**src/rtl/rv32i_alu_pkg.sv**
```systemverilog
// Shared types for the RV32I ALU: operation encodings, word type and
// the shifter direction select.
package rv32i_alu_pkg;

    localparam int XLEN = 32;

    typedef logic [XLEN-1:0] rv32i_word;

    // Encodings match the EX-stage decode; all eight are legal operations.
    typedef enum logic [2:0] {
        ALU_ADD = 3'b000,
        ALU_SLL = 3'b001,
        ALU_SRA = 3'b010,
        ALU_SUB = 3'b011,
        ALU_XOR = 3'b100,
        ALU_SRL = 3'b101,
        ALU_OR  = 3'b110,
        ALU_AND = 3'b111
    } alu_ops;

    typedef enum logic {
        SHIFT_RIGHT = 1'b0,
        SHIFT_LEFT  = 1'b1
    } shift_dir_e;

    // Subtraction reuses the adder with operand B inverted and a carry-in of 1.
    function automatic logic alu_op_is_sub(input alu_ops op);
        return (op == ALU_SUB);
    endfunction

endpackage

```
**src/rtl/rv32i_alu_shifter.sv**
```systemverilog
// Log-stage barrel shifter serving sll/srl/sra. Left shifts are done by
// bit-reversing the input, shifting right with zero fill and reversing back,
// so a single right-shifting stage chain covers all three operations.
module rv32i_alu_shifter
    import rv32i_alu_pkg::*;
#(
    parameter int WIDTH = 32,
    parameter int SHW   = $clog2(WIDTH)
) (
    input  logic [WIDTH-1:0] data,
    input  logic [SHW-1:0]   shamt,
    input  shift_dir_e       dir,
    input  logic             arith,
    output logic [WIDTH-1:0] result
);

    function automatic logic [WIDTH-1:0] bit_reverse(input logic [WIDTH-1:0] v);
        logic [WIDTH-1:0] r;
        for (int i = 0; i < WIDTH; i++) begin
            r[i] = v[WIDTH-1-i];
        end
        return r;
    endfunction

    logic [WIDTH-1:0] stage [SHW+1];
    logic             fill;

    // Sign fill only applies to arithmetic right shifts; everything else fills with zero.
    assign fill     = arith & (dir == SHIFT_RIGHT) & data[WIDTH-1];
    assign stage[0] = (dir == SHIFT_LEFT) ? bit_reverse(data) : data;

    // Stage k shifts right by 2**k when shamt bit k is set.
    genvar k;
    for (k = 0; k < SHW; k++) begin : g_stage
        localparam int S = 1 << k;
        assign stage[k+1] = shamt[k] ? {{S{fill}}, stage[k][WIDTH-1:S]} : stage[k];
    end

    assign result = (dir == SHIFT_LEFT) ? bit_reverse(stage[SHW]) : stage[SHW];

endmodule

```
**src/rtl/rv32i_alu.sv**
```systemverilog
// RV32I integer ALU. f/zero are purely combinational for the EX/MEM latch;
// f_q/zero_q/valid_q are an optional registered copy for slower consumers.
//
// Valid semantics: in_valid qualifies aluop/a/b for the registered stage only.
// On a clock edge with in_valid=1 the current f/zero are captured; with
// in_valid=0 the captured values are held. valid_q is in_valid delayed by one
// edge. There is no ready: the consumer can never stall the ALU.
module rv32i_alu
    import rv32i_alu_pkg::*;
#(
    parameter int WIDTH = XLEN
) (
    input  logic             clk,
    input  logic             rst,
    input  alu_ops           aluop,
    input  logic [WIDTH-1:0] a,
    input  logic [WIDTH-1:0] b,
    input  logic             in_valid,
    output logic [WIDTH-1:0] f,
    output logic             zero,
    output logic [WIDTH-1:0] f_q,
    output logic             zero_q,
    output logic             valid_q
);

    localparam int SHW = $clog2(WIDTH);

    logic             is_sub;
    logic [WIDTH-1:0] b_eff;
    logic [WIDTH-1:0] sum;
    logic [WIDTH-1:0] shift_res;
    shift_dir_e       shift_dir;
    logic             shift_arith;

    // Shared adder: a + b for add, a + ~b + 1 for sub; carry-out is dropped so both wrap.
    assign is_sub = alu_op_is_sub(aluop);
    assign b_eff  = is_sub ? ~b : b;
    assign sum    = a + b_eff + WIDTH'(is_sub);

    // Shifter control derived from the opcode; only sll shifts left, only sra sign-fills.
    always_comb begin
        shift_dir   = SHIFT_RIGHT;
        shift_arith = 1'b0;
        if (aluop == ALU_SLL) shift_dir = SHIFT_LEFT;
        if (aluop == ALU_SRA) shift_arith = 1'b1;
    end

    rv32i_alu_shifter #(
        .WIDTH (WIDTH),
        .SHW   (SHW)
    ) u_shifter (
        .data   (a),
        .shamt  (b[SHW-1:0]),
        .dir    (shift_dir),
        .arith  (shift_arith),
        .result (shift_res)
    );

    // Result select; every encoding maps to a defined operation.
    always_comb begin
        f = sum;
        case (aluop)
            ALU_ADD: f = sum;
            ALU_SUB: f = sum;
            ALU_SLL: f = shift_res;
            ALU_SRA: f = shift_res;
            ALU_SRL: f = shift_res;
            ALU_XOR: f = a ^ b;
            ALU_OR:  f = a | b;
            ALU_AND: f = a & b;
            default: f = sum;
        endcase
    end

    assign zero = (f == '0);

    // Registered copy: capture on qualified cycles, hold otherwise; reset clears immediately.
    always_ff @(posedge clk or posedge rst) begin
        if (rst) begin
            f_q     <= '0;
            zero_q  <= 1'b0;
            valid_q <= 1'b0;
        end else begin
            if (in_valid) begin
                f_q    <= f;
                zero_q <= zero;
            end
            valid_q <= in_valid;
        end
    end

endmodule

```
**config.mk**
```make
export PLATFORM = sky130hd
export DESIGN_NAME = rv32i_alu
export DESIGN_NICKNAME = d
export VERILOG_FILES = /design/src/rtl/rv32i_alu_pkg.sv /design/src/rtl/rv32i_alu_shifter.sv /design/src/rtl/rv32i_alu.sv
export SDC_FILE = /design/constraint.sdc
export NUM_CORES = 1
export LEC_CHECK = 0
export ABC_AREA = 1
export BUFFER_PORTS_ARGS = -buffer_cell sky130_fd_sc_hd__buf_4
export CAP_MARGIN = 20
export CORE_ASPECT_RATIO = 0.75
export CORE_MARGIN = 5
export CORE_UTILIZATION = 35
export DETAILED_ROUTE_END_ITERATION = 7
export GPL_TIMING_DRIVEN = 1
export SYNTH_ARGS = -nofsm -noshare
export SYNTH_HDL_FRONTEND = slang
export SYNTH_SLANG_ARGS = --single-unit
```
**constraint.sdc**
```tcl
create_clock -name clk -period 4.6 [get_ports clk]
set_input_delay 0.69 -clock clk [delete_from_list [all_inputs] [get_ports clk]]
set_output_delay 0.69 -clock clk [all_outputs]
set_load 0.01 [all_outputs]
```
# Yosys cells after proc, flatten, opt, wreduce, memory -nomap -nowiden
# Index checks and enable logic that the tools add are counted.
[word_totals]
n_memories = 0
ram_bits = 0
input_bits = 70
romBits = 0
output_inout_bits = 67
latch_bits = 0
ff_bits = 34
[classes]
order_cmp = 0
addsub = 2
n_reduce_logical = 4
shift = 0
n_mux = 11
bitwise = 7
n_eq_ne = 7
multipliers = 0
div_mod_pow = 0
[op_table]
columns = ["operator", "count"]
rows = [
  ["32-bit 2-to-1 mux", 8],
  ["32-bit case mux with 5 select lines", 1],
  ["32-bit by 1-bit adder with 32-bit output", 1],
  ["32-bit adder", 1],
  ["32-bit AND", 1],
  ["32-bit logical NOT", 1],
  ["32-bit NOT", 1],
  ["32-bit bitwise OR", 1],
  ["32-bit XOR", 1],
  ["3-bit == test (second input constant)", 4],
  ["3-bit by 2-bit == test with 1-bit output (second input constant)", 2],
  ["3-bit by 1-bit == test with 1-bit output (second input constant)", 1],
  ["3-bit logical NOT", 1],
  ["3-bit OR reduction", 1],
  ["1-bit AND", 2],
  ["1-bit 2-to-1 mux", 2],
  ["2-bit OR reduction", 1],
  ["1-bit NOT", 1],
]

# Depth between registers and ports, before layout
# Gate-level depths: netlist of run 1.
[logic_depth]
depth_word = 13
mapped_depth = 26

# Hierarchy
# From an unflattened synthesis of run 1, not the netlist that was laid out.
[unflattened]
cells_unflattened = 1566
area_unflattened_um2 = 8738.4
[by_module_without_submodules]
columns = ["mod", "cells_each", "seq_area_each_um2", "instances", "area_each_um2"]
rows = [
  ["rv32i_alu", 1009, 850.8, 1, 6107.1],
  ["rv32i_alu_shifter", 557, 0.0, 1, 2631.3],
]

# Worst setup path after synthesis of run 1
# OpenSTA, ideal clock, no wires.
[synth_path]
kind = "input to output"
startpoint = "in aluop[2]"
endpoint = "out zero"
required_ns = 3.910
t_arrival_ns = 3.683
cell_stages = 23
setup_slack_ns = 0.227
cell_sequence = "buf_6 inv_4 buf_6 nand3_2 clkbuf_1 xor2_1 inv_1 fa_1 nand3b_1 nand2_1 a21boi_0 o21ai_0 nand4_1 nand3_1 xor2_1 inv_1 nor2_1 nor2_1 nand2_1 nor2_1 nand2_1 nor2_2 and2_1"
[synth_between]
elab_chain_len = 13
elab_cells_between_ends = 27
[synth_lines]
columns = ["element", "line_no", "rtl"]
rows = [
  ["start, declared", "rv32i_alu.sv:15", "input alu_ops aluop,"],
  ["parallel branches: the longest is 11 deep, another holds 32-bit adder", "-", ""],
  ["32-bit case mux with 5 select lines (*)", "rv32i_alu.sv:62", "case (aluop)"],
  ["32-bit logical NOT (*)", "rv32i_alu.sv:75", "assign zero = (f == '0);"],
  ["end, declared", "rv32i_alu.sv:20", "output logic zero,"],
]
# Mark *: on every way between the ends.

# Worst setup path after layout of run 1
[layout_path]
startpoint = "in aluop[0]"
endpoint = "out zero"
# The elaborated chain is that of the path after synthesis.

==> results of run 1 <==
-- sequential cells by signal, summed over array words and instances, names as in the netlist --
signal / count
zero_q: 1
valid_q: 1
f_q: 32
-- final cells by class --
cell class | instances | area, um2 | share of cell area [%]
Clock inverter | 2 | 12.51 | 0.1163
Inverter | 165 | 626.9 | 5.825
Sequential cell | 34 | 850.8 | 7.906
Multi-Input combinational cell | 1249 | 7037 | 65.39
Timing Repair Buffer | 210 | 1673 | 15.54
Tap cell | 338 | 422.9 | 3.930
Clock buffer | 6 | 138.9 | 1.291
-- logic make-up after synthesis --
kind of cell	Yosys count	synth area share (%)
and+or+nand+nor	923	47.50
buffers and inverters	248	12.15
AOI/OAI and AO/OA	191	12.90
adders and majority gates	95	13.70
xor gates and xnor gates	40	4.012
DFF	34	9.744
-- metal layers --
metal	vias to the layer above	routed length [um]	global-route usage, %
li1	5361	-	-
met1	5113	18770	42.48
met2	752	16110	37.35
met3	83	5289	5.914
met4	0	1467	8.517
met5	-	0	0
-- where the power goes --
group	leakage, nW	internal, mW	switching [mW]	total [mW]
Sequential	0.424	0.348	0.0297	0.377
Clock	0.0729	0.214	0.126	0.340
Combinational	5.27	0.572	0.990	1.56
Total	5.76	1.13	1.14	2.28
-- cells in the final DEF, fill, tap and decap left out, types with 3 or more instances in the layout --
cell type                     n
sky130_fd_sc_hd__buf_4      201
sky130_fd_sc_hd__o21ai_2      3
sky130_fd_sc_hd__nor2_1      61
sky130_fd_sc_hd__nor2_2      15
sky130_fd_sc_hd__o21ai_1     11
sky130_fd_sc_hd__xor2_1      35
sky130_fd_sc_hd__clkbuf_16    7
sky130_fd_sc_hd__nand2_1    430
sky130_fd_sc_hd__nand3b_1     3
sky130_fd_sc_hd__nor3_2       3
sky130_fd_sc_hd__buf_12       4
sky130_fd_sc_hd__nand2_2     22
sky130_fd_sc_hd__o21ai_0     70
sky130_fd_sc_hd__buf_6        3
sky130_fd_sc_hd__inv_1      156
sky130_fd_sc_hd__a211oi_1    15
sky130_fd_sc_hd__nand3_2     14
sky130_fd_sc_hd__or2_2        3
sky130_fd_sc_hd__a21o_1       4
sky130_fd_sc_hd__ha_1        92
sky130_fd_sc_hd__a21oi_2     14
sky130_fd_sc_hd__o21bai_1     7
sky130_fd_sc_hd__a221oi_1    16
sky130_fd_sc_hd__nand4_1      8
sky130_fd_sc_hd__dfrtp_1     34
sky130_fd_sc_hd__inv_2        5
sky130_fd_sc_hd__a21oi_1     35
sky130_fd_sc_hd__nand3_1    350
sky130_fd_sc_hd__xnor2_1      4
-- worst max-delay path, cell delays in order --
cell and delay [ns]:
sky130_fd_sc_hd__buf_4 0.17, sky130_fd_sc_hd__nand3_4 0.18, sky130_fd_sc_hd__buf_12 0.20, sky130_fd_sc_hd__xor2_1 0.15, sky130_fd_sc_hd__ha_1 0.34, sky130_fd_sc_hd__a21oi_1 0.32, sky130_fd_sc_hd__o21ai_1 0.19, sky130_fd_sc_hd__a21oi_1 0.23
sky130_fd_sc_hd__o221a_2 0.23, sky130_fd_sc_hd__nand2_1 0.05, sky130_fd_sc_hd__nand2_1 0.05, sky130_fd_sc_hd__a21oi_1 0.11, sky130_fd_sc_hd__nor2_2 0.17, sky130_fd_sc_hd__nand2_1 0.07, sky130_fd_sc_hd__nor2_1 0.12, sky130_fd_sc_hd__nand2_1 0.07
sky130_fd_sc_hd__nor2_2 0.15, sky130_fd_sc_hd__and2_4 0.16, sky130_fd_sc_hd__buf_4 0.11
-- worst paths after layout --
kind | depth (start not counted) | slack (ns) | to | from
setup / recovery | 19 | 0.13 | zero | aluop[0]
hold / removal | 2 | 0.49 | f_q[29] | f_q[29]
setup reg to reg | 2 | 3.88 | f_q[0] | f_q[0]
hold reg to reg | 2 | 0.49 | f_q[29] | f_q[29]
min in group asynchronous | 3 | 0.51 | f_q[22] | rst
max in group asynchronous | 3 | 3.78 | f_q[3] | rst
-- stage by stage --
stage	setup TNS, ns	util, %	cells	setup slack [ns]	power [mW]
finish	0	43.44	2004	0.1289	2.278
global placement	0	41.04	1972	0.06941	1.799
global route	-0.03991	43.44	2004	-0.03991	2.434
CTS	0	41.65	1980	0.02979	2.152
detailed placement	0	41.04	1972	0.03253	1.809
floorplan	0	-	1531	0.2266	1.227
-- what timing repair did --
action                                 4_1_cts  5_1_grt
endpoints found under the hold margin        0        0
setup endpoints to repair                    0        2
buffers inserted                             0       21
gates resized for setup                      0       70
==> impl_metrics.sql, run 1 <==
INSERT INTO impl_metrics (metric_group, metric, value, unit) VALUES
('run_status', 'result_of_the_run', 'completed', ''),
('yosys', 'synth-edff-count', '0', ''),
('floorplanning', 'die_y', '146.8', 'um'),
('floorplanning', 'die_area', '28240', 'um2'),
('cts', 'cts_made_buffers', '5', ''),
('cts', 'cts.clk_slew.worst_paths', '0.06', 'ns'),
('placement', 'place_congestion', '1.043', ''),
('placement', 'place.port_buffers', '136', ''),
('cts', 'clkSinkCount', '34', ''),
('cells_and_area', 'area_delta_synth_final', '23.24', '%'),
('pwr', 'power_density', '211.7', 'nW/um2'),
('sta', 'fmax', '223.7', 'MHz'),
('global_route', 'grt_use_total', '27.49', '%'),
('sta', 'timing.final.max_slew_violations', '0', ''),
('route', 'drtIter0Drc', '1373', ''),
('floorplanning', 'floorplan.die.width', '192.4', 'um'),
('cells_and_area', 'layout-drive-gt1-share', '19.09', '%'),
('yosys', 'net_count_after_synthesis', '1696', ''),
('min_path', 'hp-class', 'reg -> reg', ''),
('setup_path', 'worst-path-max-fanout', '8', ''),
('global_route', 'grt_start_max_net_pins', '41', ''),
('job', 'max_cap_violations', '0', ''),
('setup_path', 'worst_setup_path_end_kind', 'primary output', ''),
('cts', 'ctsLongestPathBuffers', '2', ''),
('yosys', 'yosysWarnings', '0', ''),
('yosys', 'postSynthRegisterBits', '34', ''),
('yosys', 'syn_area_per_cell', '5.704', 'um2'),
('global_route', 'grt_first_pass_wirelength', '60420', 'um'),
('yosys', 'synthMostInstantiatedCell', 'sky130_fd_sc_hd__nand2_1', ''),
('yosys', 'yosys.cell_types.count', '51', ''),
('yosys', 'synth-async-reset-ratio', '100.0', '%'),
('floorplanning', 'placement_rows', '50', ''),
('route', 'wire_per_inst', '20.78', 'um'),
('pwr', 'vdd_ir_drop_max', '0.1522', 'mV'),
('route', 'drc_errors', '0', ''),
('setup_path', 'worst-endpoint-arrival', '3.78', 'ns'),
('cells_and_area', 'filler_cell_count', '2705', ''),
('yosys', 'post_synth_most_frequent_cells', 'sky130_fd_sc_hd__nand2_1, sky130_fd_sc_hd__nand3_1, sky130_fd_sc_hd__inv_1, sky130_fd_sc_hd__ha_1, sky130_fd_sc_hd__o21ai_0', ''),
('yosys', 'synth_area_leaders', 'sky130_fd_sc_hd__nand3_1, sky130_fd_sc_hd__nand2_1, sky130_fd_sc_hd__ha_1', ''),
('cts', 'clock_tree.root_cell', 'sky130_fd_sc_hd__clkbuf_16', ''),
('cts', 'clk_latency', '0.27', 'ns'),
('global_route', 'globalRouteOverflowTotal', '0', ''),
('floorplanning', 'start_util', '35.25', '%'),
('pwr', 'leakage_power', '5.763', 'nW'),
('yosys', 'ys_seq_area_share', '9.744', '%'),
('yosys', 'synthFlopType', 'sky130_fd_sc_hd__dfrtp_1', ''),
('route', 'route.antenna.remaining_nets', '0', ''),
('cts', 'tritoncts', 'done', ''),
('cells_and_area', 'post-route-cell-area', '10760', 'um2'),
('placement', 'dp.final_hpwl', '33320', 'um'),
('route', 'totalWireLength', '41640', 'um'),
('global_route', 'antenna_violations_before_repair', '0', ''),
('yosys', 'synth.largest_area_cell', 'sky130_fd_sc_hd__nand3_1', ''),
('route', 'routed_via_density', '5.643', ''),
('sta', 'final_setup_viols', '0', ''),
('cts', 'cts.hold.buffers_added', '0', ''),
('yosys', 'synthDominantCellAreaShare', '20.23', '%'),
('route', 'first_pass_iters', '8', ''),
('sta', 'clock_skew', '0', 'ns'),
('cells_and_area', 'antenna-diode-count', '0', ''),
('sta', 'final_period_minus_worst_setup_slack', '4.471', 'ns'),
('sta', 'measured_slew_at_the_worst_slew_check_pin', '0.9855', 'ns'),
('setup_path', 'timing.critical_path.required', '3.91', 'ns'),
('global_route', 'first_global_vias', '9962', ''),
('floorplanning', 'core_area', '24770', 'um2'),
('floorplanning', 'floorplan.io_pins', '137', ''),
('yosys', 'syn_area', '8732', 'um2'),
('route', 'count_of_vias_placed_by_the_detailed_router', '11309', ''),
('yosys', 'postSynthCellCount', '1531', ''),
('cells_and_area', 'nets', '1830', ''),
('sta', 'period_utilization_post_route', '97.20', '%'),
('setup_path', 'startpoint_type', 'input pin', ''),
('placement', 'placed_standard_cell_area', '10170', 'um2'),
('cts', 'ctsHtreeMaxLevel', '2', ''),
('setup_path', 'critPathKind', 'in -> out', ''),
('sta', 'final-hold-violation-count', '0', ''),
('sta', 'slew_headroom', '34.23', '%'),
('sta', 'finalHoldWorstSlack', '0.4860', 'ns');
(Power assumes the default switching activity.)
==> run 2, diff against run 1 <==
--- a/config.mk
+++ b/config.mk
@@ -10,9 +10,10 @@
 export CAP_MARGIN = 20
 export CORE_ASPECT_RATIO = 0.75
 export CORE_MARGIN = 5
-export CORE_UTILIZATION = 35
+export CORE_UTILIZATION = 60
 export DETAILED_ROUTE_END_ITERATION = 7
 export GPL_TIMING_DRIVEN = 1
+export PLACE_DENSITY = 0.84
 export SYNTH_ARGS = -nofsm -noshare
 export SYNTH_HDL_FRONTEND = slang
 export SYNTH_SLANG_ARGS = --single-unit
==> run 2 against run 1 <==
Net effect:
- core utilization grew 30 points
- critical path type unchanged
- the flow now finishes with violations (negative setup slack)
- largest power group unchanged
- maximum frequency shrank 5.2%
- final cell count shrank 6.9%
- critical path depth grew 2
- via count grew 5.9%
==> impl_metrics.sql, run 2 (synthesis results as in run 1) <==
INSERT INTO impl_metrics (metric_group, metric, value, unit) VALUES
('floorplanning', 'placement_rows', '38', ''),
('sta', 'final_setup_viols', '1', ''),
('sta', 'measured_slew_at_the_worst_slew_check_pin', '0.8206', 'ns'),
('cts', 'tritoncts', 'done', ''),
('sta', 'final-hold-violation-count', '0', ''),
('setup_path', 'critical_path.top_delay_family', 'simple AND/OR/NAND/NOR gates', ''),
('setup_path', 'worst-endpoint-arrival', '4.03', 'ns'),
('floorplanning', 'start_util', '60.81', '%'),
('run_status', 'failing_checks', 'negative setup slack', ''),
('setup_path', 'startpoint_type', 'input pin', ''),
('cells_and_area', 'largest_register_ffs', '32', ''),
('sta', 'timing.setup.tns', '-0.1182', 'ns'),
('route', 'totalWireLength', '40170', 'um'),
('cells_and_area', 'finish.utilization', '73.72', '%'),
('route', 'drtIter0Drc', '2059', ''),
('cells_and_area', 'area_delta_synth_final', '21.22', '%'),
('cts', 'cts.clk_slew.worst_paths', '0.06', 'ns'),
('min_path', 'hp-class', 'reg -> reg', ''),
('cells_and_area', 'nets', '1830', ''),
('cts', 'clk_latency', '0.28', 'ns'),
('setup_path', 'worstPathCellList', 'buf_6 -> nand3_4 -> buf_12 -> xor2_1 -> ha_1 -> nand2_2 -> nor4_2 -> nand2_1 -> nand2_1 -> nand2_2 -> nand2_2 -> nand2_1 -> nand3_1 -> a21oi_1 -> nor2_1 -> nand2_1 -> nor2_1 -> nand2_1 -> nor2_2 -> and2_4 -> buf_4', ''),
('cts', 'clkSinkCount', '34', ''),
('floorplanning', 'die_y', '114.5', 'um'),
('global_route', 'grt_first_pass_wirelength', '58310', 'um'),
('pwr', 'vdd_ir_drop_max', '0.1841', 'mV'),
('route', 'wire_per_inst', '21.53', 'um'),
('route', 'count_of_vias_placed_by_the_detailed_router', '11981', ''),
('sta', 'fin_ws', '-0.1182', 'ns'),
('pwr', 'leakage_power', '5.761', 'nW'),
('route', 'route.antenna.remaining_nets', '0', ''),
('setup_path', 'worst_setup_path_end_kind', 'primary output', ''),
('route', 'drc_errors', '0', ''),
('placement', 'place.port_buffers', '136', ''),
('floorplanning', 'floorplan.io_pins', '137', ''),
('placement', 'dp.final_hpwl', '29990', 'um'),
('sta', 'fmax', '211.9', 'MHz'),
('cells_and_area', 'filler_cell_count', '1226', ''),
('cts', 'cts_made_buffers', '5', ''),
('global_route', 'grt_use_total', '43.48', '%'),
('sta', 'final_period_minus_worst_setup_slack', '4.718', 'ns'),
('cells_and_area', 'largest_registers', 'f_q: 32 flops, valid_q: 1 flops, zero_q: 1 flops', ''),
('cts', 'ctsLongestPathBuffers', '2', ''),
('setup_path', 'worst-path-max-fanout', '8', ''),
('global_route', 'first_global_vias', '10479', ''),
('cells_and_area', 'post_layout_nonfiller_instances', '1866', ''),
('cts', 'ctsHtreeMaxLevel', '2', ''),
('pwr', 'finalPower', '2.413', 'mW'),
('sta', 'timing.final.max_slew_violations', '0', ''),
('cells_and_area', 'largest_register', 'f_q', ''),
('setup_path', 'crit_top_cell', 'sky130_fd_sc_hd__nand2_1', ''),
('setup_path', 'critical-path-max-stage-delay', '0.40', 'ns'),
('global_route', 'antenna_violations_before_repair', '0', ''),
('sta', 'finalHoldWorstSlack', '0.4884', 'ns'),
('setup_path', 'crit_buf_inv', '3', ''),
('sta', 'period_utilization_post_route', '102.6', '%'),
('cells_and_area', 'antenna-diode-count', '0', ''),
('global_route', 'grt_start_max_net_pins', '42', ''),
('placement', 'placed_standard_cell_area', '9988', 'um2'),
('floorplanning', 'die_area', '17090', 'um2'),
('pwr', 'power_density', '227.9', 'nW/um2'),
('global_route', 'globalRouteOverflowTotal', '0', ''),
('cells_and_area', 'most-common-layout-cells', 'sky130_fd_sc_hd__nand2_1, sky130_fd_sc_hd__nand3_1, sky130_fd_sc_hd__buf_4', ''),
('cells_and_area', 'mostFrequentLayoutCell', 'sky130_fd_sc_hd__nand2_1', ''),
('run_status', 'result_of_the_run', 'finished with violations', ''),
('sta', 'slew_headroom', '45.29', '%'),
('route', 'first_pass_iters', '7', ''),
('setup_path', 'worst_path_max_delay_cell', 'sky130_fd_sc_hd__ha_1', ''),
('placement', 'place.detailed.instances', '1835', ''),
('route', 'routed_via_density', '6.421', ''),
('sta', 'clock_skew', '0', 'ns'),
('floorplanning', 'floorplan.die.width', '149.3', 'um'),
('job', 'max_cap_violations', '0', ''),
('setup_path', 'timing.critical_path.required', '3.91', 'ns'),
('cells_and_area', 'post-route-cell-area', '10590', 'um2'),
('cells_and_area', 'layout-drive-gt1-share', '18.43', '%'),
('placement', 'dp_slack', '0.02472', 'ns'),
('setup_path', 'critPathKind', 'in -> out', ''),
('placement', 'place_congestion', '1.106', ''),
('cts', 'clock_tree.root_cell', 'sky130_fd_sc_hd__clkbuf_16', ''),
('floorplanning', 'core_area', '14360', 'um2');
[run 2: cell count changes in the layout (fill, tap and decap cells not counted), sizes merged]
| cell | before | now |
|---|---|---|
| clkinvlp | 1 | 0 |
| nor2 | 79 | 80 |
| nand3 | 366 | 367 |
| clkbuf | 8 | 6 |
| bufinv | 0 | 2 |
| buf | 208 | 207 |
[run 2: final cells by class]
cell class | instances | area [um2] | share of cell area [%]
clock inverter | 3 | 68.82 | 0.6501
tap | 200 | 250.2 | 2.364
clock buffer | 5 | 125.1 | 1.182
sequential | 34 | 850.8 | 8.038
timing repair buffer | 208 | 1644 | 15.53
inverter | 165 | 626.9 | 5.922
multi-input combinational | 1251 | 7019 | 66.31
[run 2: tightest hold or removal path: cells and delay by family, from the launching register on]
family	cells	cell delay, ns
and+or+nand+nor	1	0.05
DFF	1	0.34
AOI/OAI and AO/OA	1	0.06
[run 2: what timing repair did]
item                                    in CTS  in global routing
resized for setup                            3                 51
setup buffers                                0                 19
hold buffers                                 0                  0
cloned                                       1                  3
endpoints found under the setup margin       1                  1
pin swaps                                    1                 22
[run 2: final timing paths]
path                           from      end  slack [ns]  cells after the start
min in group asynchronous       rst  f_q[15]        0.51                      3
max in group asynchronous       rst  f_q[16]        3.76                      3
hold reg to reg             f_q[19]  f_q[19]        0.49                      2
setup / recovery           aluop[0]     zero       -0.12                     21
hold / removal              f_q[19]  f_q[19]        0.49                      2
setup reg to reg             f_q[0]   f_q[0]        3.71                      2
[run 2: layer usage]
metal	vias up	global-route usage, %	wire [um]
li1	5371	-	-
met1	5356	62.71	15500
met2	1089	62.58	16230
met3	163	10.25	6511
met4	2	16.10	1883
met5	-	2.647	58
[run 2: where the power goes]
group	total (mW)	leakage, nW	internal (mW)	switching, mW
sequential	0.383	0.424	0.347	0.0359
combinational	1.57	5.24	0.572	1.00
clock	0.455	0.0940	0.312	0.143
total	2.41	5.76	1.23	1.18
==> run 3, diff against run 2 <==
--- a/config.mk
+++ b/config.mk
@@ -5,12 +5,12 @@
 export SDC_FILE = /design/constraint.sdc
 export NUM_CORES = 1
 export LEC_CHECK = 0
-export ABC_AREA = 1
+export ABC_AREA = 0
 export BUFFER_PORTS_ARGS = -buffer_cell sky130_fd_sc_hd__buf_4
 export CAP_MARGIN = 20
 export CORE_ASPECT_RATIO = 0.75
 export CORE_MARGIN = 5
-export CORE_UTILIZATION = 60
+export CORE_UTILIZATION = 61
 export DETAILED_ROUTE_END_ITERATION = 7
 export GPL_TIMING_DRIVEN = 1
 export PLACE_DENSITY = 0.84
==> run 3 against run 2 <==
Net effect:
- the flow now stops in global routing
- area after synthesis up 8.0%
- synthesized cell count down 18%
==> impl_metrics.sql, run 3 <==
INSERT INTO impl_metrics (metric_group, metric, value, unit) VALUES
('run_status', 'result_of_the_run', 'did not finish', ''),
('run_status', 'flow.stopped_at', 'global routing', ''),
('run_status', 'error_message', '[ERROR GRT-0232] Routing congestion too high. Check the congestion heatmap in the GUI.', ''),
('yosys', 'synthFlopType', 'sky130_fd_sc_hd__dfrtp_1', ''),
('global_route', 'globalRouteOverflowTotal', '117', ''),
('cts', 'ctsHtreeMaxLevel', '2', ''),
('floorplanning', 'placement_rows', '39', ''),
('yosys', 'synth-edff-count', '0', ''),
('floorplanning', 'floorplan.io_pins', '137', ''),
('placement', 'dp.final_hpwl', '38330', 'um'),
('yosys', 'postSynthCellCount', '1248', ''),
('yosys', 'syn_area_per_cell', '7.556', 'um2'),
('floorplanning', 'die_y', '117.7', 'um'),
('yosys', 'net_count_after_synthesis', '1413', ''),
('global_route', 'grt_start_max_net_pins', '49', ''),
('placement', 'place_congestion', '1.139', ''),
('yosys', 'synth-async-reset-ratio', '100.0', '%'),
('global_route', 'grt_use_total', '83.39', '%'),
('cts', 'clock_tree.root_cell', 'sky130_fd_sc_hd__clkbuf_16', ''),
('floorplanning', 'start_util', '62.14', '%'),
('yosys', 'post_synth_most_frequent_cells', 'sky130_fd_sc_hd__nand2_1, sky130_fd_sc_hd__nor2_1, sky130_fd_sc_hd__ha_1, sky130_fd_sc_hd__inv_1, sky130_fd_sc_hd__a21oi_1', ''),
('yosys', 'synth.largest_area_cell', 'sky130_fd_sc_hd__ha_1', ''),
('placement', 'dp_slack', '-0.7237', 'ns'),
('cts', 'ctsLongestPathBuffers', '2', ''),
('floorplanning', 'floorplan.die.width', '153.6', 'um'),
('yosys', 'yosys.cell_types.count', '99', ''),
('cts', 'cts_made_buffers', '5', ''),
('yosys', 'synthDominantCellAreaShare', '12.47', '%'),
('yosys', 'postSynthRegisterBits', '34', ''),
('yosys', 'yosysWarnings', '0', ''),
('yosys', 'synth_area_leaders', 'sky130_fd_sc_hd__ha_1, sky130_fd_sc_hd__dfrtp_1, sky130_fd_sc_hd__mux4_2', ''),
('yosys', 'synthMostInstantiatedCell', 'sky130_fd_sc_hd__nand2_1', ''),
('yosys', 'ys_seq_area_share', '9.022', '%'),
('placement', 'place.port_buffers', '136', ''),
('yosys', 'syn_area', '9430', 'um2'),
('cts', 'clkSinkCount', '34', '');
## run 3: changes by cell type after synthesis, sizes merged, moves of 27 or more
cell   delta
nand2   -338
nand3   -334
inv      -69
mux2i    +50
mux2     +46
xnor2    +41
a21oi    +34
mux4     +30
xor2     -30
o22ai    +28
nor2     +27
## run 3: repair_timing
action                     4_1_cts
setup endpoints to repair       15
cloned                           1
pin swaps                       30
gates resized for setup         68
hold buffers                     0
buffers inserted                17
## run 3: kinds of logic after synthesis
| family | Yosys count | share of synthesized area (%) |
|---|---|---|
| adder cells (fa/ha/maj) | 95 | 12.68 |
| AO/OA/AOI/OAI | 376 | 27.80 |
| XOR/XNOR | 51 | 4.737 |
| buffers and inverters | 185 | 8.293 |
| multiplexers | 126 | 18.00 |
| AND/OR/NAND/NOR | 381 | 19.46 |
| flip-flops | 34 | 9.022 |
## run 3: metal layers
metal / GRT overflow / global-route usage, %
met4: 39 / 78.60
met2: 67 / 91.43
met3: 7 / 76.92
met5: 1 / 62.75
met1: 3 / 84.37
## run 3: stage by stage
stage / instance area, um2 / util, % / hold slack [ns] / cells
detailed placement: 12720 / 83.84 / 0.4991 / 1816
global placement: 12720 / 83.84 / 0.4720 / 1816
CTS: 13350 / 88.00 / 0.5204 / 1841
floorplan: 9570 / - / 0.5187 / 1248
==> run 4, diff against run 3 <==
--- a/config.mk
+++ b/config.mk
@@ -8,12 +8,11 @@
 export ABC_AREA = 0
 export BUFFER_PORTS_ARGS = -buffer_cell sky130_fd_sc_hd__buf_4
 export CAP_MARGIN = 20
-export CORE_ASPECT_RATIO = 0.75
 export CORE_MARGIN = 5
-export CORE_UTILIZATION = 61
+export CORE_UTILIZATION = 40
 export DETAILED_ROUTE_END_ITERATION = 7
 export GPL_TIMING_DRIVEN = 1
-export PLACE_DENSITY = 0.84
+export PLACE_DENSITY_LB_ADDON = 0.15
 export SYNTH_ARGS = -nofsm -noshare
 export SYNTH_HDL_FRONTEND = slang
 export SYNTH_SLANG_ARGS = --single-unit
==> run 4 against run 3 <==
Net effect:
- the flow now finishes, with violations (negative setup slack)
- synthesized cell count unchanged
- area after synthesis stayed put
==> impl_metrics.sql, run 4 <==
INSERT INTO impl_metrics (metric_group, metric, value, unit) VALUES
('job', 'max_cap_violations', '0', ''),
('floorplanning', 'placement_rows', '56', ''),
('sta', 'period_utilization_post_route', '108.3', '%'),
('pwr', 'power_frac_comb', '74.3', '%'),
('route', 'totalWireLength', '46840', 'um'),
('yosys', 'synth_mux_area_share', '18.00', '%'),
('sta', 'rsz0062_at_grt', 'true', ''),
('cells_and_area', 'largest_register', 'f_q', ''),
('placement', 'place_congestion', '1.023', ''),
('run_status', 'failing_checks', 'negative setup slack', ''),
('yosys', 'syn_area_per_cell', '7.556', 'um2'),
('setup_path', 'crit_buf_inv', '3', ''),
('setup_path', 'worst-path-max-fanout', '6', ''),
('sta', 'measured_slew_at_the_worst_slew_check_pin', '0.9452', 'ns'),
('sta', 'fin_ws', '-0.3813', 'ns'),
('cells_and_area', 'mostFrequentLayoutCell', 'sky130_fd_sc_hd__buf_4', ''),
('cts', 'ctsHtreeMaxLevel', '2', ''),
('min_path', 'hp-class', 'reg -> reg', ''),
('global_route', 'first_global_vias', '11221', ''),
('floorplanning', 'floorplan.io_pins', '137', ''),
('yosys', 'synthFlopType', 'sky130_fd_sc_hd__dfrtp_1', ''),
('setup_path', 'setup.worst_path.start', 'aluop[2]', ''),
('pwr', 'p_seq_share', '13.7', '%'),
('setup_path', 'worst_setup_path_end_kind', 'primary output', ''),
('cts', 'clkSinkCount', '34', ''),
('yosys', 'synthDominantCellAreaShare', '12.47', '%'),
('setup_path', 'timing.critical_path.depth', '16', ''),
('cells_and_area', 'area_delta_synth_final', '40.20', '%'),
('cts', 'ctsLongestPathBuffers', '2', ''),
('setup_path', 'critPathKind', 'in -> out', ''),
('placement', 'place.port_buffers', '136', ''),
('cells_and_area', 'post-route-cell-area', '13220', 'um2'),
('route', 'count_of_vias_placed_by_the_detailed_router', '11727', ''),
('cells_and_area', 'largest_register_ffs', '32', ''),
('floorplanning', 'core_area', '23330', 'um2'),
('route', 'routed_via_density', '6.089', ''),
('pwr', 'vdd_ir_drop_max', '0.1565', 'mV'),
('yosys', 'synth-edff-count', '0', ''),
('cts', 'cts.hold.buffers_added', '0', ''),
('floorplanning', 'start_util', '40.42', '%'),
('sta', 'clock_skew', '0', 'ns'),
('route', 'first_pass_iters', '5', ''),
('setup_path', 'worst_setup_path_endpoint', 'zero', ''),
('global_route', 'grt_first_pass_wirelength', '69550', 'um'),
('cts', 'clk_latency', '0.27', 'ns'),
('sta', 'slew_headroom', '36.76', '%'),
('sta', 'finalHoldWorstSlack', '0.4904', 'ns'),
('global_route', 'grt_use_total', '34.02', '%'),
('setup_path', 'worst-endpoint-arrival', '4.29', 'ns'),
('floorplanning', 'floorplan.die.width', '163.5', 'um'),
('global_route', 'globalRouteOverflowTotal', '0', ''),
('floorplanning', 'die_area', '26750', 'um2'),
('route', 'wire_per_inst', '24.32', 'um'),
('placement', 'dp.final_hpwl', '38410', 'um'),
('yosys', 'syn_area', '9430', 'um2'),
('setup_path', 'reg2reg_from', 'f_q[15]', ''),
('yosys', 'area_fraction_in_and_or_nand_and_nor_cells_after_synthesis', '19.46', '%'),
('setup_path', 'critical_path.top_delay_family', 'compound AO/OA/AOI/OAI gates', ''),
('route', 'route.antenna.remaining_nets', '0', ''),
('yosys', 'net_count_after_synthesis', '1413', ''),
('pwr', 'power_density', '208.8', 'nW/um2'),
('yosys', 'postSynthRegisterBits', '34', ''),
('floorplanning', 'die_y', '163.5', 'um'),
('setup_path', 'worst_path_max_delay_cell', 'sky130_fd_sc_hd__a2111o_1', ''),
('run_status', 'result_of_the_run', 'finished with violations', ''),
('setup_path', 'critical-path-max-stage-delay', '0.50', 'ns'),
('route', 'drc_errors', '0', ''),
('setup_path', 'reg2regPathDepth', '1', ''),
('yosys', 'synth_fa_ha_area_share', '12.68', '%'),
('setup_path', 'startpoint_type', 'input pin', ''),
('sta', 'timing.setup.tns', '-0.3813', 'ns'),
('yosys', 'synth-async-reset-ratio', '100.0', '%'),
('yosys', 'synth.largest_area_cell', 'sky130_fd_sc_hd__ha_1', ''),
('yosys', 'synthMostInstantiatedCell', 'sky130_fd_sc_hd__nand2_1', ''),
('pwr', 'finalPower', '2.761', 'mW'),
('yosys', 'synth_area_leaders', 'sky130_fd_sc_hd__ha_1, sky130_fd_sc_hd__dfrtp_1, sky130_fd_sc_hd__mux4_2', ''),
('sta', 'final-hold-violation-count', '0', ''),
('yosys', 'synth_xor_area_share', '4.737', '%'),
('cts', 'cts_made_buffers', '5', ''),
('setup_path', 'critical_path.reg2reg.endpoint', 'f_q[15]', ''),
('yosys', 'synth_top_family_by_area', 'compound AO/OA/AOI/OAI gates', ''),
('pwr', 'sw_frac_of_total', '45.14', '%'),
('global_route', 'grt_start_max_net_pins', '48', ''),
('cells_and_area', 'nets', '1771', ''),
('setup_path', 'worstPathCellList', 'buf_6 -> nand3b_1 -> buf_6 -> xnor2_2 -> ha_1 -> and2b_1 -> o2111a_2 -> o211a_1 -> o41a_1 -> a221oi_2 -> xnor2_2 -> a2111o_1 -> nor4_2 -> nand4_1 -> nor4_4 -> buf_4', ''),
('yosys', 'yosys.cell_types.count', '99', ''),
('setup_path', 'timing.critical_path.required', '3.91', 'ns'),
('cts', 'tritoncts', 'done', ''),
('pwr', 'switchingPower', '1.246', 'mW'),
('cts', 'clock_tree.root_cell', 'sky130_fd_sc_hd__clkbuf_16', ''),
('pwr', 'cellInternalPower', '1.515', 'mW'),
('cts', 'cts.clk_slew.worst_paths', '0.05', 'ns'),
('route', 'drtIter0Drc', '1430', ''),
('yosys', 'postSynthCellCount', '1248', ''),
('cells_and_area', 'most-common-layout-cells', 'sky130_fd_sc_hd__buf_4, sky130_fd_sc_hd__nand2_1, sky130_fd_sc_hd__nor2_1', ''),
('cells_and_area', 'layout-drive-gt1-share', '36.09', '%'),
('pwr', 'clkPwrFrac', '12.0', '%'),
('yosys', 'yosysWarnings', '0', ''),
('setup_path', 'r2r_slack', '3.85', 'ns'),
('pwr', 'leakage_power', '6.328', 'nW'),
('global_route', 'antenna_violations_before_repair', '0', ''),
('cells_and_area', 'largest_registers', 'f_q: 32 flops, valid_q: 1 flops, zero_q: 1 flops', ''),
('sta', 'final_period_minus_worst_setup_slack', '4.981', 'ns'),
('placement', 'placed_standard_cell_area', '12740', 'um2'),
('yosys', 'synth_compound_area_share', '27.80', '%'),
('sta', 'fmax', '200.7', 'MHz'),
('sta', 'final_setup_viols', '1', ''),
('yosys', 'post_synth_most_frequent_cells', 'sky130_fd_sc_hd__nand2_1, sky130_fd_sc_hd__nor2_1, sky130_fd_sc_hd__ha_1, sky130_fd_sc_hd__inv_1, sky130_fd_sc_hd__a21oi_1', ''),
('cells_and_area', 'filler_cell_count', '2307', ''),
('sta', 'timing.final.max_slew_violations', '0', ''),
('yosys', 'ys_seq_area_share', '9.022', '%'),
('cells_and_area', 'finish.utilization', '56.67', '%'),
('cells_and_area', 'antenna-diode-count', '0', '');
[run 4: cell counts after synthesis]
Identical to the previous run, type by type.
[run 4: area by class of cell]
class,instances,area [um2],share of cell area (%)
multi-input cells,1029,8034,60.76
repair buffers,440,3426,25.91
flip-flops and latches,34,850.8,6.435
well taps,319,399.1,3.019
inverters,96,360.3,2.725
clock buffers,6,138.9,1.050
clock inverters,2,12.51,0.09463
[run 4: routing by layer]
layer | global-route usage [%] | share of wire (%) | vias up
met5 | 0 | 0 | -
met2 | 51.85 | 42 | 668
met3 | 5.476 | 9.8 | 118
met4 | 12.70 | 4.8 | 0
met1 | 48.33 | 44 | 5576
li1 | - | - | 5365
[run 4: worst min path at each step]
stage | depth (start not counted) | startpoint | to
after detailed placement | 2 | f_q[13] | f_q[13]
after global placement | 2 | f_q[13] | f_q[13]
after global routing | 2 | f_q[13] | f_q[13]
after CTS | 2 | f_q[13] | f_q[13]
after floorplan | 2 | f_q[13] | f_q[13]
final | 2 | f_q[13] | f_q[13]
[run 4: tightest hold or removal path: cells and delay by family (launching register included)]
family | cells | cell delay [ns]
AO/OA/AOI/OAI | 1 | 0.06
flip-flops | 1 | 0.34
AND/OR/NAND/NOR | 1 | 0.05
[run 4: metrics by stage]
step | worst slack [ns] | cells
finish | -0.3813 | 1926
global route | -0.5708 | 1926
CTS | -0.3707 | 1919
detailed placement | -0.4938 | 1905
global placement | -0.4466 | 1905
floorplan | -0.2789 | 1248
[run 4: power by group through the flow]
stage	registers (mW)	logic (mW)	clock network [mW]
6_report	0.380	2.05	0.331
3_3_place_gp	0.383	1.94	0
4_1_cts	0.379	1.97	0.339
3_5_place_dp	0.384	1.95	0
5_1_grt	0.387	2.17	0.355
2_1_floorplan	0.409	0.928	0
[run 4: kinds of logic after synthesis]
logic type | count (synthesis)
xor gates and xnor gates | 51
buffers and inverters | 185
AOI/OAI and AO/OA | 376
muxes | 126
DFF | 34
adders and majority gates | 95
and+or+nand+nor | 381
[run 4: repair_timing]
| action | in CTS | in global routing |
|---|---|---|
| endpoints found under the hold margin | 0 | 0 |
| setup buffers | 6 | 7 |
| resized for setup | 15 | 31 |
| setup endpoints to repair | 9 | 16 |
| pin swaps | 11 | 7 |
